[src/rtl/serial_alu_sequencer.sv]
// -----------------------------------------------------------------------------
// serial_alu_sequencer
//
// Drives a one-bit ALU slice LSB first, one bit per clock, to execute a
// WIDTH-bit operation. The slice's carry-out is fed back as the carry-in of
// the next bit. The result is assembled bit by bit and returned together with
// carry, zero and overflow flags.
//
// Optional feature macro: SERIAL_ALU_OVERFLOW_EN
//   defined   : rsp_overflow = carry-in XOR carry-out of the MSB slice (mode 0)
//   undefined : no overflow logic, rsp_overflow tied to 0
//
// Ports
//   clk, rst             clock (rising edge), asynchronous active-high reset
//   req_valid/req_ready  request handshake (ready only while idle)
//   req_a, req_b         WIDTH-bit operands
//   req_opcode           {mode, operation[2:0]}; mode 0 arithmetic, 1 logic
//   alu_a, alu_b         current operand bits to the slice
//   alu_mode             slice mode
//   alu_operation        slice operation
//   alu_cin              slice carry-in
//   alu_out, alu_carry   slice result bit and carry-out (combinational return)
//   rsp_valid/rsp_ready  response handshake
//   rsp_result           assembled WIDTH-bit result
//   rsp_carry            final carry (0 for logic ops)
//   rsp_zero             1 when every result bit is 0
//   rsp_overflow         signed overflow (0 for logic ops or when disabled)
// -----------------------------------------------------------------------------
module serial_alu_sequencer #(
    parameter int WIDTH = 8
) (
    input  logic             clk,
    input  logic             rst,
    input  logic             req_valid,
    output logic             req_ready,
    input  logic [WIDTH-1:0] req_a,
    input  logic [WIDTH-1:0] req_b,
    input  logic [3:0]       req_opcode,
    output logic             alu_a,
    output logic             alu_b,
    output logic             alu_mode,
    output logic [2:0]       alu_operation,
    output logic             alu_cin,
    input  logic             alu_out,
    input  logic             alu_carry,
    output logic             rsp_valid,
    input  logic             rsp_ready,
    output logic [WIDTH-1:0] rsp_result,
    output logic             rsp_carry,
    output logic             rsp_zero,
    output logic             rsp_overflow
);

    localparam int                IDX_W     = $clog2(WIDTH);
    localparam logic [IDX_W-1:0]  LAST_IDX  = IDX_W'(WIDTH - 1);
    localparam logic [3:0]        OP_SUB    = 4'b0011;
    localparam logic [3:0]        OP_SHL    = 4'b1101;
    localparam logic [2:0]        OP_PASS_A = 3'b111;

    typedef enum logic [1:0] {
        IDLE,
        RUN,
        DONE
    } state_t;

    state_t           state_q, state_d;
    logic [WIDTH-1:0] a_q, a_d;
    logic [WIDTH-1:0] b_q, b_d;
    logic             mode_q, mode_d;
    logic [2:0]       operation_q, operation_d;
    logic [IDX_W-1:0] bit_idx_q, bit_idx_d;
    logic             carry_q, carry_d;
    logic [WIDTH-1:0] result_q, result_d;
    logic             any_one_q, any_one_d;   // OR of result bits seen so far
    logic             rsp_carry_q, rsp_carry_d;
    logic             rsp_zero_q, rsp_zero_d;
    logic             req_ready_q, req_ready_d;
    logic             rsp_valid_q, rsp_valid_d;

    logic             is_shl;
    logic [IDX_W-1:0] prev_idx;

    assign is_shl   = ({mode_q, operation_q} == OP_SHL);
    assign prev_idx = bit_idx_q - IDX_W'(1);

    // Slice drive: combinational from registers while running, idle pattern otherwise.
    // NOTE: every signal assigned in an always_comb gets a default first, so no path leaves it unassigned and no latch is inferred.
    always_comb begin
        alu_a         = 1'b0;
        alu_b         = 1'b0;
        alu_mode      = 1'b1;
        alu_operation = OP_PASS_A;
        alu_cin       = 1'b0;
        if (state_q == RUN) begin
            alu_b         = b_q[bit_idx_q];
            alu_mode      = mode_q;
            alu_operation = operation_q;
            alu_cin       = carry_q;
            if (is_shl) begin
                // Shift left is a pass-A of the operand delayed by one bit position.
                alu_operation = OP_PASS_A;
                alu_a         = (bit_idx_q == '0) ? 1'b0 : a_q[prev_idx];
            end else begin
                alu_a = a_q[bit_idx_q];
            end
        end
    end

`ifdef SERIAL_ALU_OVERFLOW_EN
    logic overflow_q, overflow_d;
`endif

    always_comb begin
        state_d     = state_q;
        a_d         = a_q;
        b_d         = b_q;
        mode_d      = mode_q;
        operation_d = operation_q;
        bit_idx_d   = bit_idx_q;
        carry_d     = carry_q;
        result_d    = result_q;
        any_one_d   = any_one_q;
        rsp_carry_d = rsp_carry_q;
        rsp_zero_d  = rsp_zero_q;
        req_ready_d = req_ready_q;
        rsp_valid_d = rsp_valid_q;
`ifdef SERIAL_ALU_OVERFLOW_EN
        overflow_d  = overflow_q;
`endif

        unique case (state_q)
            IDLE: begin
                if (req_valid) begin
                    a_d         = req_a;
                    b_d         = req_b;
                    mode_d      = req_opcode[3];
                    operation_d = req_opcode[2:0];
                    bit_idx_d   = '0;
                    // Subtract is A + ~B + 1: the +1 enters as the initial carry.
                    carry_d     = (req_opcode == OP_SUB);
                    result_d    = '0;
                    any_one_d   = 1'b0;
                    rsp_carry_d = 1'b0;
                    rsp_zero_d  = 1'b0;
`ifdef SERIAL_ALU_OVERFLOW_EN
                    overflow_d  = 1'b0;
`endif
                    req_ready_d = 1'b0;
                    state_d     = RUN;
                end
            end

            RUN: begin
                result_d[bit_idx_q] = alu_out;
                any_one_d           = any_one_q | alu_out;
                carry_d             = alu_carry;
                bit_idx_d           = bit_idx_q + IDX_W'(1);
                if (bit_idx_q == LAST_IDX) begin
                    bit_idx_d   = '0;
                    rsp_carry_d = ~mode_q & alu_carry;
                    rsp_zero_d  = ~(any_one_q | alu_out);
`ifdef SERIAL_ALU_OVERFLOW_EN
                    // Signed overflow: carry into the MSB differs from carry out of it.
                    overflow_d  = ~mode_q & (alu_cin ^ alu_carry);
`endif
                    rsp_valid_d = 1'b1;
                    state_d     = DONE;
                end
            end

            DONE: begin
                if (rsp_ready) begin
                    rsp_valid_d = 1'b0;
                    req_ready_d = 1'b1;
                    state_d     = IDLE;
                end
            end

            default: begin
                state_d     = IDLE;
                rsp_valid_d = 1'b0;
                req_ready_d = 1'b1;
            end
        endcase
    end

    // NOTE: sequential state uses non-blocking assignments so every flop samples the pre-edge values.
    always_ff @(posedge clk or posedge rst) begin
        if (rst) begin
            state_q     <= IDLE;
            a_q         <= '0;
            b_q         <= '0;
            mode_q      <= 1'b0;
            operation_q <= '0;
            bit_idx_q   <= '0;
            carry_q     <= 1'b0;
            result_q    <= '0;
            any_one_q   <= 1'b0;
            rsp_carry_q <= 1'b0;
            rsp_zero_q  <= 1'b0;
            req_ready_q <= 1'b1;
            rsp_valid_q <= 1'b0;
`ifdef SERIAL_ALU_OVERFLOW_EN
            overflow_q  <= 1'b0;
`endif
        end else begin
            state_q     <= state_d;
            a_q         <= a_d;
            b_q         <= b_d;
            mode_q      <= mode_d;
            operation_q <= operation_d;
            bit_idx_q   <= bit_idx_d;
            carry_q     <= carry_d;
            result_q    <= result_d;
            any_one_q   <= any_one_d;
            rsp_carry_q <= rsp_carry_d;
            rsp_zero_q  <= rsp_zero_d;
            req_ready_q <= req_ready_d;
            rsp_valid_q <= rsp_valid_d;
`ifdef SERIAL_ALU_OVERFLOW_EN
            overflow_q  <= overflow_d;
`endif
        end
    end

    assign req_ready  = req_ready_q;
    assign rsp_valid  = rsp_valid_q;
    assign rsp_result = result_q;
    assign rsp_carry  = rsp_carry_q;
    assign rsp_zero   = rsp_zero_q;
`ifdef SERIAL_ALU_OVERFLOW_EN
    assign rsp_overflow = overflow_q;
`else
    assign rsp_overflow = 1'b0;
`endif

endmodule

[config.mk]
export PLATFORM = sky130hd
export DESIGN_NAME = serial_alu_sequencer
export DESIGN_NICKNAME = d
export VERILOG_FILES = /design/src/rtl/serial_alu_sequencer.sv
export SDC_FILE = /design/constraint.sdc
export NUM_CORES = 1
export LEC_CHECK = 0
export ABC_AREA = 1
export BUFFER_PORTS_ARGS = -buffer_cell sky130_fd_sc_hd__buf_4
export CORE_MARGIN = 10
export CORE_UTILIZATION = 40
export DETAILED_ROUTE_END_ITERATION = 7
export PLACE_DENSITY_LB_ADDON = 0.08
export SYNTH_ARGS = -nofsm -noshare
export SYNTH_HDL_FRONTEND = slang
export SYNTH_SLANG_ARGS = --single-unit
[constraint.sdc]
create_clock -name clk -period 1.4 [get_ports clk]
set_clock_uncertainty 0.2 [all_clocks]
set_input_delay 0 -clock clk [delete_from_list [all_inputs] [get_ports clk]]
set_output_delay 0 -clock clk [all_outputs]
set_load 0.1 [all_outputs]
==> reports/summary.txt <==
max-slew violation count: 0
Adder-Cell Fraction of Synth Area: 0.0239
routed wl met2: 3710 um
Die Y: 92.3 um
critical path class: flip-flop to output pin
slowest stage delay, CP: 0.40 ns
WL/cell: 15.1 um
Post-synth top cells: 100 x nand2_1, 38 x dfrtp_1, 30 x inv_1
Syn Nets: 299
RSZ-0062 raised after global routing: yes
drt total wl: 6940 um
met1 wire length: 2830 um
Clock transition at path regs: 0.09 ns
final hold violation count: 0
Hold WS: 0.118 ns
Synth Area in Simple Gates: 0.299
area leader, netlist: dfrtp_1
CTS tree: built
largest net degree at the start of global routing: 40
sequential share of the synthesized area: 0.467
Synth Area in Compound Gates: 0.0910
Worst EP arrival: 1.67 ns
CTS root buf: clkbuf_8
post-route ant nets: 0
layout cells sized above 1: 0.512
average size of a mapped cell: 7.77 um2
yosys warns: 0
worst reg2reg path startpoint: bit_idx_q[1]
Vias: 2206
Reg-to-Reg End: rsp_valid
failing checks: setup timing
CP bufs+invs: 3
htree depth: 2
initial antenna violation count: 0
pre-CTS setup slack: -0.323 ns
multiplexer area fraction after synthesis: 0
Die X: 92.3 um
post-synth top area share: 0.455
CP Launch Type: flip-flop
# nets final: 420
Worst Slack Setup Final: -0.472 ns
All-Layer GR Usage: 0.153
# clock sinks: 39
vias in the first global route: 2281
top-count cell post-synth: nand2_1
clk_lat worst skew: 0.29 ns
run status: finished, violations left
area grow syn2layout: 82.6%
main combinational cell family by area after synthesis: simple AND/OR/NAND/NOR gates
XOR/XNOR Fraction of Synth Area: 0.00419
Top Metal Used: met4
Ant. Diodes: 0
Synth cell types: 28
CP Depth: 9
slowest stage cell, crit path: dfrtp_1
CP endpoint: alu_a
crit share post-route: 1.34
type of the worst min-delay path: input port to asynchronous set/reset pin
synthesized area: 2090 um2
min Tclk post-route: 1.87 ns
Synth async-reset ratio: 1.00
clk buf depth: 2
final setup violation count: 39
Filler cells: 368
reg-to-reg setup timing slack: -0.26 ns
Synth area leaders: dfrtp_1 45%, nand2_1 18%, inv_1 5.4%, nand3_1 4.1%, buf_6 3.2%
Via density: 4.79
worst path cell trace: inv_2 > ha_4 > inv_4 > nand3_2 > nand2_1 > nand2_1 > nand3_2 > nand2_8 > buf_12
routed wl met3: 340 um
# DRC: 0
Yosys reg bits: 39
CP top delay family: flip-flops
Worst R2R Path Depth: 8
Die ar.: 8520 um2
DP HPWL: 4050 um
Core Region: 5070 um2
CP Max Fanout: 4
CP Capture Type: output pin
Primary FF master, synth: dfrtp_1
EDFF count, synth: 0
crit path from: bit_idx_q[0]
Gate Count Post-Synth: 269
# IOs: 46
initial core utilization: 0.412
PortBufs: 44
Congestion Overflow GR: 0
Req. time, crit path: 1.20 ns
# Max-Cap Violations: 0
first-pass GRT wire length: 10800 um
utilization after layout: 0.752
1st-iter DRT viols: 72
drt first pass iters: 4
CTS buffer count: 5
row count: 26
GP Congestion: 0.780
Max Clock Freq: 0.534 GHz
## worst reg2reg max path, stage by stage, from the launching register on
cell	delay, ns
dfrtp_2	0.46
buf_6	0.14
buf_6	0.12
ha_4	0.16
ha_4	0.16
nand2_4	0.10
inv_2	0.05
o21ai_1	0.12
inv_1	0.05
## layer usage
layer	GRT usage	vias to the layer above
li1	-	1088
met1	0.182	1051
met2	0.269	60
met3	0.0404	7
met4	0.0360	0
met5	0	-
## timing repair
action                     CTS  global route
cloned                       3             1
hold endpoints to repair    75             0
hold buffers                25             0
buffers inserted            10             9
setup endpoints to repair   45            45
resized for setup           61            75
pin swaps                    6            12
## area by class of cell
| class | instances | area, um2 | share of cell area |
|---|---|---|---|
| repair buffers | 125 | 1260 | 0.330 |
| flip-flops and latches | 39 | 992 | 0.260 |
| well taps | 70 | 87.6 | 0.0229 |
| clock buffers | 8 | 80.1 | 0.0210 |
| inverters | 35 | 151 | 0.0397 |
| multi-input cells | 184 | 1250 | 0.326 |
## through the flow
step	TNS [ns]	instances	area (um2)
4_1_cts	-5.09	454	3490
3_3_place_gp	-3.71	409	2810
2_1_floorplan	-0.623	269	2200
5_1_grt	-7.61	461	3820
3_5_place_dp	-3.64	409	2810
6_report	-5.27	461	3820
## flip-flops by register name, summed over array words and instances, names as in the netlist, 2 cells and up
| signal | flops |
|---|---|
| bit_idx_q | 3 |
| state_q | 2 |
| rsp_result | 8 |
| operation_q | 3 |
| a_q | 8 |
| b_q | 8 |
## layout by cell type, fill, tap and decap left out, drive strengths merged, types with 3 or more instances in the layout
| master | netlist | final |
|---|---|---|
| a21oi | 5 | 5 |
| buf | 12 | 99 |
| clkbuf | 0 | 9 |
| dfrtp | 38 | 38 |
| dlygate4sd3 | 0 | 25 |
| ha | 4 | 4 |
| inv | 35 | 34 |
| nand2 | 100 | 100 |
| nand3 | 18 | 19 |
| nand4 | 7 | 7 |
| nor2 | 15 | 15 |
| o21ai | 25 | 25 |
| or2 | 3 | 3 |
## how the worst min path moves through the flow
stage | from | to | slack, ns | depth (start not counted)
after floorplan | req_a[1] | a_q[1] | -0.09 | 2
after global placement | rst | rsp_valid | -0.12 | 3
after detailed placement | rst | rsp_valid | -0.12 | 3
after CTS | rst | b_q[7] | 0.13 | 4
after global routing | rst | b_q[7] | 0.14 | 4
final | rst | operation_q[1] | 0.12 | 4
## logic make-up (layout without fill, tap and decap cells)
group	count (synthesis)	in the layout
buffers and inverters	47	168
and+or+nand+nor	143	144
adders and majority gates	4	4
other	1	1
AOI/OAI and AO/OA	34	34
DFF	39	39
xor gates and xnor gates	1	1
Power is left out: the tool's default activity adds up to more than one toggle a clock period on the data nets, which glitch-free logic cannot reach.
